==> src/rtl/expu_pkg.sv <==
// Shared types and float/fixed conversion helpers for the exponential unit.
// The helpers work on 64-bit words so that any supported format and accumulator width can use them.
package expu_pkg;

    typedef enum logic [1:0] {FP32, FP16, FP8, FP16ALT} fp_format_e;

    localparam int ACC_INT_BITS_DFLT  = 12;
    localparam int ACC_FRAC_BITS_DFLT = 16;
    localparam int ACC_W              = ACC_INT_BITS_DFLT + ACC_FRAC_BITS_DFLT;
    localparam int MAX_W              = 64;

    typedef logic [MAX_W-1:0] word_t;

    typedef enum logic [1:0] {
        ACC  = 2'd0,
        NORM = 2'd1,
        OUT  = 2'd2
    } expu_acc_state_e;

    typedef struct packed {
        word_t value;
        logic  ovf;
    } fixed_res_t;

    function automatic int fp_exp_bits(input fp_format_e f);
        case (f)
            FP32:    return 8;
            FP16:    return 5;
            FP8:     return 5;
            default: return 8;
        endcase
    endfunction

    function automatic int fp_man_bits(input fp_format_e f);
        case (f)
            FP32:    return 23;
            FP16:    return 10;
            FP8:     return 2;
            default: return 7;
        endcase
    endfunction

    function automatic int fp_width(input fp_format_e f);
        return 1 + fp_exp_bits(f) + fp_man_bits(f);
    endfunction

    function automatic word_t ones(input int n);
        if (n >= MAX_W) return '1;
        return (word_t'(1) << n) - word_t'(1);
    endfunction

    // Exact float -> unsigned fixed point; sign ignored, denormals flushed, Inf/NaN and
    // anything too wide for the accumulator come back as all-ones with ovf set.
    function automatic fixed_res_t fp_to_fixed(input word_t val, input int exp_bits,
                                               input int man_bits, input int frac_bits,
                                               input int acc_w);
        fixed_res_t r;
        word_t      e_w;
        word_t      sig;
        int         e;
        int         bias;
        int         s;
        r.value = '0;
        r.ovf   = 1'b0;
        e_w  = (val >> man_bits) & ones(exp_bits);
        e    = int'(e_w);
        sig  = (val & ones(man_bits)) | (word_t'(1) << man_bits);
        bias = (1 << (exp_bits - 1)) - 1;
        s    = e - bias + frac_bits - man_bits;
        if (e == 0) begin
            r.value = '0;
        end else if (e_w == ones(exp_bits) || (man_bits + s) >= acc_w) begin
            r.value = ones(acc_w);
            r.ovf   = 1'b1;
        end else if (s >= 0) begin
            r.value = sig << s;
        end else if (-s < MAX_W) begin
            r.value = sig >> (-s);
        end
        return r;
    endfunction

    function automatic int lead_one(input word_t v, input int acc_w);
        int p;
        p = 0;
        for (int i = 0; i < MAX_W; i++) begin
            if (i < acc_w && v[i]) p = i;
        end
        return p;
    endfunction

    // Unsigned fixed point -> float, truncating; exponent overflow clamps to max finite.
    function automatic word_t fixed_to_fp(input word_t acc, input int acc_w, input int exp_bits,
                                          input int man_bits, input int frac_bits);
        int    p;
        int    e;
        int    e_max;
        word_t mant;
        if ((acc & ones(acc_w)) == '0) return '0;
        p     = lead_one(acc, acc_w);
        e     = p - frac_bits + (1 << (exp_bits - 1)) - 1;
        e_max = (1 << exp_bits) - 1;
        if (p >= man_bits) mant = (acc >> (p - man_bits)) & ones(man_bits);
        else               mant = (acc << (man_bits - p)) & ones(man_bits);
        if (e >= e_max) return (word_t'(e_max - 1) << man_bits) | ones(man_bits);
        if (e <= 0)     return '0;
        return (word_t'(e) << man_bits) | mant;
    endfunction

endpackage

==> src/rtl/expu_fixed_to_fp.sv <==
// Combinational leading-one detect and pack of the accumulator back into the row float format.
module expu_fixed_to_fp
    import expu_pkg::*;
#(
    parameter fp_format_e FPFORMAT      = FP16ALT,
    parameter int         ACC_WIDTH     = ACC_W,
    parameter int         ACC_FRAC_BITS = ACC_FRAC_BITS_DFLT,
    localparam int        WIDTH         = fp_width(FPFORMAT)
) (
    input  logic [ACC_WIDTH-1:0] acc_i,
    output logic [WIDTH-1:0]     fp_o
);

    word_t packed_fp;
    logic  unused_hi;

    always_comb begin
        packed_fp = fixed_to_fp(word_t'(acc_i), ACC_WIDTH, fp_exp_bits(FPFORMAT),
                                fp_man_bits(FPFORMAT), ACC_FRAC_BITS);
    end

    assign fp_o      = packed_fp[WIDTH-1:0];
    assign unused_hi = |(packed_fp >> WIDTH);

endmodule

==> src/rtl/expu_sum_acc.sv <==
// Softmax denominator: saturating fixed-point sum of exp() beats per vector, renormalised to float.
// Handshakes: a transfer happens on a rising edge where valid and ready are both high; clear_i drops it.
module expu_sum_acc
    import expu_pkg::*;
#(
    parameter fp_format_e FPFORMAT      = FP16ALT,
    parameter int         ACC_INT_BITS  = ACC_INT_BITS_DFLT,
    parameter int         ACC_FRAC_BITS = ACC_FRAC_BITS_DFLT,
    parameter int         CNT_BITS      = 16,
    localparam int        WIDTH         = fp_width(FPFORMAT)
) (
    input  logic                clk_i,
    input  logic                rst_i,
    input  logic                clear_i,
    input  logic                in_valid_i,
    output logic                in_ready_o,
    input  logic [WIDTH-1:0]    in_data_i,
    input  logic                in_last_i,
    output logic                sum_valid_o,
    input  logic                sum_ready_i,
    output logic [WIDTH-1:0]    sum_o,
    output logic [CNT_BITS-1:0] count_o,
    output logic                overflow_o
);

    localparam int ACC_WIDTH = ACC_INT_BITS + ACC_FRAC_BITS;
    localparam int EXP_BITS  = fp_exp_bits(FPFORMAT);
    localparam int MAN_BITS  = fp_man_bits(FPFORMAT);

    expu_acc_state_e       state_q;
    logic [ACC_WIDTH-1:0]  acc_q;
    logic [CNT_BITS-1:0]   cnt_q;
    logic                  ovf_q;
    logic [WIDTH-1:0]      sum_q;
    logic [CNT_BITS-1:0]   count_q;
    logic                  ovf_out_q;

    fixed_res_t            conv;
    logic [ACC_WIDTH-1:0]  operand;
    logic [ACC_WIDTH:0]    sum_wide;
    logic [ACC_WIDTH-1:0]  acc_d;
    logic [CNT_BITS-1:0]   cnt_d;
    logic                  conv_hi;
    logic                  beat_ovf;
    logic [WIDTH-1:0]      norm_fp;

    always_comb begin
        conv     = fp_to_fixed(word_t'(in_data_i), EXP_BITS, MAN_BITS, ACC_FRAC_BITS, ACC_WIDTH);
        operand  = conv.value[ACC_WIDTH-1:0];
        conv_hi  = |(conv.value >> ACC_WIDTH);
        sum_wide = {1'b0, acc_q} + {1'b0, operand};
        acc_d    = sum_wide[ACC_WIDTH] ? '1 : sum_wide[ACC_WIDTH-1:0];
        beat_ovf = conv.ovf | conv_hi | sum_wide[ACC_WIDTH];
        cnt_d    = (&cnt_q) ? cnt_q : cnt_q + CNT_BITS'(1);
    end

    expu_fixed_to_fp #(
        .FPFORMAT      (FPFORMAT),
        .ACC_WIDTH     (ACC_WIDTH),
        .ACC_FRAC_BITS (ACC_FRAC_BITS)
    ) u_norm (
        .acc_i (acc_q),
        .fp_o  (norm_fp)
    );

    always_ff @(posedge clk_i) begin
        if (rst_i || clear_i) begin
            state_q   <= ACC;
            acc_q     <= '0;
            cnt_q     <= '0;
            ovf_q     <= 1'b0;
            sum_q     <= '0;
            count_q   <= '0;
            ovf_out_q <= 1'b0;
        end else begin
            case (state_q)
                ACC: begin
                    if (in_valid_i) begin
                        acc_q <= acc_d;
                        cnt_q <= cnt_d;
                        ovf_q <= ovf_q | beat_ovf;
                        if (in_last_i) state_q <= NORM;
                    end
                end
                NORM: begin
                    sum_q     <= norm_fp;
                    count_q   <= cnt_q;
                    ovf_out_q <= ovf_q;
                    state_q   <= OUT;
                end
                OUT: begin
                    // Result registers are held; only the running sum is wiped for the next vector.
                    if (sum_ready_i) begin
                        acc_q   <= '0;
                        cnt_q   <= '0;
                        ovf_q   <= 1'b0;
                        state_q <= ACC;
                    end
                end
                default: state_q <= ACC;
            endcase
        end
    end

    assign in_ready_o  = (state_q == ACC);
    assign sum_valid_o = (state_q == OUT);
    assign sum_o       = sum_q;
    assign count_o     = count_q;
    assign overflow_o  = ovf_out_q;

endmodule

==> config.mk <==
export PLATFORM = sky130hd
export DESIGN_NAME = expu_sum_acc
export DESIGN_NICKNAME = d
export VERILOG_FILES = /design/src/rtl/expu_pkg.sv /design/src/rtl/expu_fixed_to_fp.sv /design/src/rtl/expu_sum_acc.sv
export SDC_FILE = /design/constraint.sdc
export NUM_CORES = 1
export LEC_CHECK = 0
export BUFFER_PORTS_ARGS = -buffer_cell sky130_fd_sc_hd__buf_2
export CORE_AREA = 2 2 123 125
export DETAILED_ROUTE_END_ITERATION = 6
export DIE_AREA = 0 0 125 127
export PLACE_DENSITY = 0.74
export SLEW_MARGIN = 10
export SYNTH_ARGS = -nofsm -noshare
export SYNTH_HDL_FRONTEND = slang
export SYNTH_SLANG_ARGS = --single-unit
==> constraint.sdc <==
create_clock -name clk_i -period 6.2 [get_ports clk_i]
set_input_delay 0 -clock clk_i [delete_from_list [all_inputs] [get_ports clk_i]]
set_output_delay 0 -clock clk_i [all_outputs]
set_load 0.02 [all_outputs]
== After elaboration in Yosys (flattened, before gate mapping) ==
Cells that the tools add are included.
W data, S select, Z words.

* Bits in registers: 80
* Bits in latches: 0
* Memory bits (writable): 0
* Memory bits (read-only): 0
* Output and inout bits: 35
* Word-level logic and storage cells: 114
* Memories kept: 0

* Add/subtract/negate cells: 12
* Multiply operators: 0
* Divide/modulo/power cells: 0
* Magnitude comparators: 6
* Equal/unequal tests: 7
* Shifts and indexed selects: 4
* Multiplexer cells: 63
* Bitwise logic cells: 4
* Reduce and logical (&&, ||, !) cells: 11

{| class="wikitable"
|+ Operator list
! cell !! count
|-
| $mux W32 || 25
|-
| $mux W64 || 4
|-
| $mux W16 || 10
|-
| $mux W28 || 3
|-
| $logic_not A64 Y1 || 1
|-
| $shl A8 B32 Y64 || 1
|-
| $shr A8 B32 Y64 || 1
|-
| $pmux W28 S2 || 1
|-
| $reduce_or A36 Y1 || 1
|-
| $add A32 B9 Y32 const B || 1
|-
| $ge A32 B4 Y1 const B || 1
|-
| $ge A32 B9 Y1 const B || 1
|-
| $le A32 B1 Y1 const B || 1
|-
| $logic_not A32 Y1 || 1
|-
| $lt A32 B8 Y1 const B || 1
|-
| $neg A11 Y32 || 1
|-
| $pmux W16 S2 || 1
|-
| $shl A28 B32 Y7 || 1
|-
| $shr A28 B32 Y7 || 1
|-
| $sub A32 B2 Y32 const B || 1
|-
| $sub A32 B4 Y32 const B || 1
|-
| $sub A32 B6 Y32 const B || 1
|-
| $sub A4 B32 Y32 const A || 1
|-
| $add A28 B28 Y29 || 1
|-
| other kinds (25) || 45
|}

== Logic depth before layout (Yosys ltp) ==
* Depth after elaboration: 39
* Depth in mapped cells: 34
* Depth with buffers taken out: 28

== Cells and area by module ==
From an unflattened synthesis, not the netlist that was laid out.

* Cells, all modules: 1097
* Area, all modules: 8290.5 sq um

{| class="wikitable"
|+ Modules (own cells, without submodules)
! module !! times used !! cells an instance !! area an instance (sq um) !! sequential area each (sq um)
|-
| expu_sum_acc || 1 || 837 || 6316.1 || 1601.5
|-
| expu_fixed_to_fp || 1 || 260 || 1974.4 || 0.0
|}

== Worst setup path before layout ==
No wires, ideal clock.

* Path type: in2reg
* From: in in_data_i[7]
* To: reg acc_q[20]
* Setup time: 0.132 ns
* Data arrival time: 6.595 ns
* Path slack: -0.528 ns
* Cell stages on the path: 34
* Buffers on the path: 6
* Cell sequence: buf_4 -> clkbuf_1 -> clkinv_1 -> ha_1 -> clkbuf_1 -> nand2b_1 -> o22ai_1 -> nand4_1 -> xnor2_1 -> or2_1 -> nand2b_1 -> buf_2 -> nand2b_1 -> or3_1 -> ha_1 -> nand4b_1 -> nor4_1 -> nand4_1 -> a211o_1 -> a2111oi_0 -> a211o_1 -> ha_1 -> o21a_1 -> o21a_1 -> a41o_1 -> o221a_2 -> o311ai_1 -> a31oi_1 -> o21ai_0 -> nand2b_1 -> clkbuf_1 -> clkbuf_1 -> o21ai_0 -> a21oi_1

* Longest elaborated chain between the ends: 13
* Elaborated cells between the ends (all ways): 21
* Those cells by class: add/sub: 6; order compare: 3; eq/ne: 1; shift: 2; mux: 7; reduce/logical: 2

{| class="wikitable"
|+ RTL lines
! element !! line !! source
|-
| start: declaration || expu_sum_acc.sv:17 || <nowiki>input logic [WIDTH-1:0] in_data_i,</nowiki>
|-
| $sub A8 B7 Y9 || expu_pkg.sv:69 || <nowiki>s = e - bias + frac_bits - man_bits;</nowiki>
|-
| $add A9 B6 Y10 || expu_pkg.sv:69 ||
|-
| $sub A10 B4 Y11 || expu_pkg.sv:69 ||
|-
| $neg A11 Y32 || expu_pkg.sv:77, expu_pkg.sv:78 ||
|-
| $lt A32 B8 Y1 / $shr A8 B32 Y64 (equally long branches) || expu_pkg.sv:77, expu_pkg.sv:78 ||
|-
| $mux W64 || expu_pkg.sv:77 || <nowiki>end else if (-s < MAX_W) begin</nowiki>
|-
| $mux W64 || expu_pkg.sv:75 || <nowiki>end else if (s >= 0) begin</nowiki>
|-
| $mux W64 || expu_pkg.sv:72 || <nowiki>end else if (e_w == ones(exp_bits) || (man_bits + s) >= acc_w) begin</nowiki>
|-
| $mux W64 * || expu_pkg.sv:70 || <nowiki>if (e == 0) begin</nowiki>
|-
| $add A28 B28 Y29 * || expu_sum_acc.sv:51 || <nowiki>sum_wide = {1'b0, acc_q} + {1'b0, operand};</nowiki>
|-
| $mux W28 * || expu_sum_acc.sv:52 || <nowiki>acc_d = sum_wide[ACC_WIDTH] ? '1 : sum_wide[ACC_WIDTH-1:0];</nowiki>
|-
| $mux W28 * || expu_sum_acc.sv:78 || <nowiki>if (in_valid_i) begin</nowiki>
|-
| $pmux W28 S2 * || expu_sum_acc.sv:76 || <nowiki>case (state_q)</nowiki>
|-
| end signal: assignment || expu_sum_acc.sv:69 || <nowiki>acc_q <= '0;</nowiki>
|-
| end signal: assignment || expu_sum_acc.sv:79 || <nowiki>acc_q <= acc_d;</nowiki>
|-
| end signal: assignment || expu_sum_acc.sv:94 || <nowiki>acc_q <= '0;</nowiki>
|-
| end: declaration || expu_sum_acc.sv:31 || <nowiki>logic [ACC_WIDTH-1:0] acc_q;</nowiki>
|}

Every way passes the cells marked *; elsewhere a longest branch is shown, timed or not. The select of a mux whose other input is x is not followed.
A chain may end at the register's enable or synchronous reset.

== Worst setup path in the final report ==
* From: in in_data_i[8]
* To: reg acc_q[7]

Same word-level chain as after synthesis.

==> impl_metrics.env <==
export IMPL_outcome="complete, no violations"
export IMPL_grt_max_degree=61
export IMPL_worst_setup_path_type="in -> reg"
export IMPL_grt_overflow=0
export IMPL_synth_fp_nets=1122
export IMPL_finClkSkew_ps=7.26
export IMPL_wl_per_cell_um=17.3
export IMPL_maxCapViolCount=0
export IMPL_power_leakage_nw=3.41
export IMPL_grt_pass1_vias=7313
export IMPL_antenna_left=0
export IMPL_grt_pass1_wl_um=36100
export IMPL_cts_clk_slew_worst_paths_ps=60
export IMPL_final_cells=1269
export IMPL_cp_slowest_cell="or3_1"
export IMPL_startpoint_type="primary input"
export IMPL_start_util_pct=55.2
export IMPL_layout_drive_gt1_share_pct=14.1
export IMPL_rsz0062_at_grt="no"
export IMPL_cp_arrival_ps=5910
export IMPL_io_pins=57
export IMPL_slowest_delay_ps=390
export IMPL_avgSynthCellArea_um2=7.54
export IMPL_worst_slew_pin_slew_ps=1160
export IMPL_die_h_um=127
export IMPL_cts_max_level=3
export IMPL_via_per_inst=6.38
export IMPL_fmax_mhz=175
export IMPL_gr_usage_all_layers_pct=27.2
export IMPL_hold_violations=0
export IMPL_area_growth_pct=10.2
export IMPL_die_x_um=125
export IMPL_crit_fanout=29
export IMPL_routabilityCongestion=0.955
export IMPL_cp_top_family="compound AO/OA/AOI/OAI gates"
export IMPL_cts_tree="built"
export IMPL_io_buffers=54
export IMPL_clk_latency_ps=350
export IMPL_rows=44
export IMPL_fin_total_pwr_mw=2.57
export IMPL_dpl_cell_count=1251
export IMPL_first_pass_iters=4
export IMPL_setup_viol=0
export IMPL_synthesis_area_mm2=0.00796
export IMPL_final_area_mm2=0.00877
export IMPL_drc_errors=0
export IMPL_cp_buffers_inverters=2
export IMPL_slew_headroom_pct=22.4
export IMPL_ys_async_sr_fraction_pct=0
export IMPL_die_area_mm2=0.0159
export IMPL_core_mm2=0.0144
export IMPL_synth_main_ff_cell="dfxtp_1"
export IMPL_ir_worst_vdd_mv=0.278
export IMPL_tns_ps=0
export IMPL_antenna_found_initial=0
export IMPL_cts_made_buffers=9
export IMPL_min_path_type="in -> reg"
export IMPL_finalMaxSlewViolations=0
export IMPL_num_vias=8093
export IMPL_synth_cell_types=87
export IMPL_drt_iter0_drc=645
export IMPL_yosys_warnings=0
export IMPL_seq_area_frac_synth_pct=19.9
export IMPL_hold_slack_ps=92.6
export IMPL_fin_nets=1146
export IMPL_ys_seq_elements=79
export IMPL_cpMostUsedCell="nand2b_1"
export IMPL_timing_final_crit_share_pct=92.3
export IMPL_syn_inst=1056
export IMPL_hpwlAfterDp_um=15800
export IMPL_diodes=0
export IMPL_root_buffer="clkbuf_16"
export IMPL_layout_min_cycle_time_ps=5720
export IMPL_worstSetupEndpointType="register"
export IMPL_synth_edf_count=0
export IMPL_clock_path_buffers=2
export IMPL_powerDensity_mw_per_mm2=293
export IMPL_worst_ep_required_time_ps=6380
export IMPL_clock_sinks=79
export IMPL_wl_um=21900
export IMPL_place_area_mm2=0.00836
tightest hold or removal path: stages:
cell       delay (ps)
buf_2              80
nor2_1            140
o2bb2ai_1         170
through the flow:
step                util (%)  setup WS (ps)
detailed placement      58.0        -0.0493
finish                  60.8            476
global route            60.8           56.4
global placement        58.0           51.9
floorplan                  -           6.34
CTS                     60.5            327
state kept, by name, indices dropped and copies added (netlist names):
| signal | flops |
|---|---|
| acc_q | 28 |
| cnt_q | 16 |
| count_o | 16 |
| sum_o | 15 |
| state_q | 2 |
| overflow_o | 1 |
| ovf_q | 1 |
kinds of logic after synthesis:
kind of cell               share of synthesized area (%)
and+or+nand+nor                                     22.4
other                                             0.0471
xor gates and xnor gates                            5.69
adders and majority gates                           7.01
AOI/OAI and AO/OA                                   27.9
muxes                                               10.9
DFF                                                 19.9
buffers and inverters                               6.08
layout by cell type, fill, tap and decap left out, types with 14 or more instances in the layout:
cell / instances
ha_1: 41
nand2_1: 134
xor2_1: 14
buf_4: 29
o21ai_0: 89
nor3_1: 28
nor4_1: 16
a21oi_1: 110
dfxtp_1: 79
nor2_1: 73
nand2b_1: 17
mux2i_1: 23
buf_2: 54
inv_1: 24
o211ai_1: 14
xnor2_1: 32
nand3_1: 34
metal layers:
layer,part of all wire [%],vias up,routed length [um],track usage (%)
met5,0,-,0,0
met4,1.7,0,367,8.37
met3,5.7,38,1250,3.85
met2,47,289,10300,45.6
met1,45,3791,9930,36.5
li1,-,3975,-,-
Yosys cell counts, types with 11 or more instances:
library cell  number  area (um^2)
a211oi_1          12         90.1
a21o_1            13         97.6
a21oi_1          110          551
a22oi_1           12         90.1
a31oi_1           11         68.8
and2_1            11         68.8
buf_2             12         60.1
clkbuf_1          46          173
dfxtp_1           79         1580
ha_1              43          538
inv_1             24         90.1
mux2i_1           23          230
mux4_1            11          289
mux4_2            12          270
nand2_1          134          503
nand2b_1          17          106
nand3_1           34          170
nor2_1            75          282
nor3_1            28          140
nor4_1            17          106
o211ai_1          14          105
o21ai_0           91          455
o31ai_1           11         82.6
or3_1             13         81.3
xnor2_1           33          289
xor2_1            15          131
path summary, 6_finish.rpt:
path	from	slack [ps]	to	cells past startpoint
worst min-delay path	rst_i	90	sum_o[3]	3
worst min register to register	count_o[12]	450	count_o[12]	2
worst max register to register	acc_q[3]	1470	sum_o[0]	11
worst max-delay path	in_data_i[8]	480	acc_q[7]	29
power breakdown:
group	total (mW)	switching, mW	leakage, nW	internal (mW)
clock network	0.603	0.233	0.166	0.371
logic	1.39	0.829	2.60	0.563
registers	0.576	0.0505	0.639	0.525
total	2.57	1.11	3.41	1.46
layout make-up:
| class | instances | area (um^2) |
|---|---|---|
| Tap cell | 184 | 230 |
| Clock inverter | 6 | 97.6 |
| Timing Repair Buffer | 87 | 539 |
| Clock buffer | 10 | 239 |
| Sequential cell | 79 | 1580 |
| Fill cell | 1302 | 5650 |
| Inverter | 28 | 113 |
| Multi-Input combinational cell | 875 | 5970 |
timing repair:
item / in CTS / in global routing
hold buffers: 2 / 0
buffers inserted: 0 / 0
hold endpoints to repair: 2 / 0
gates resized for setup: 0 / 14
endpoints found under the setup margin: 0 / 29
No activity file was read; power rests on OpenSTA's default activity.
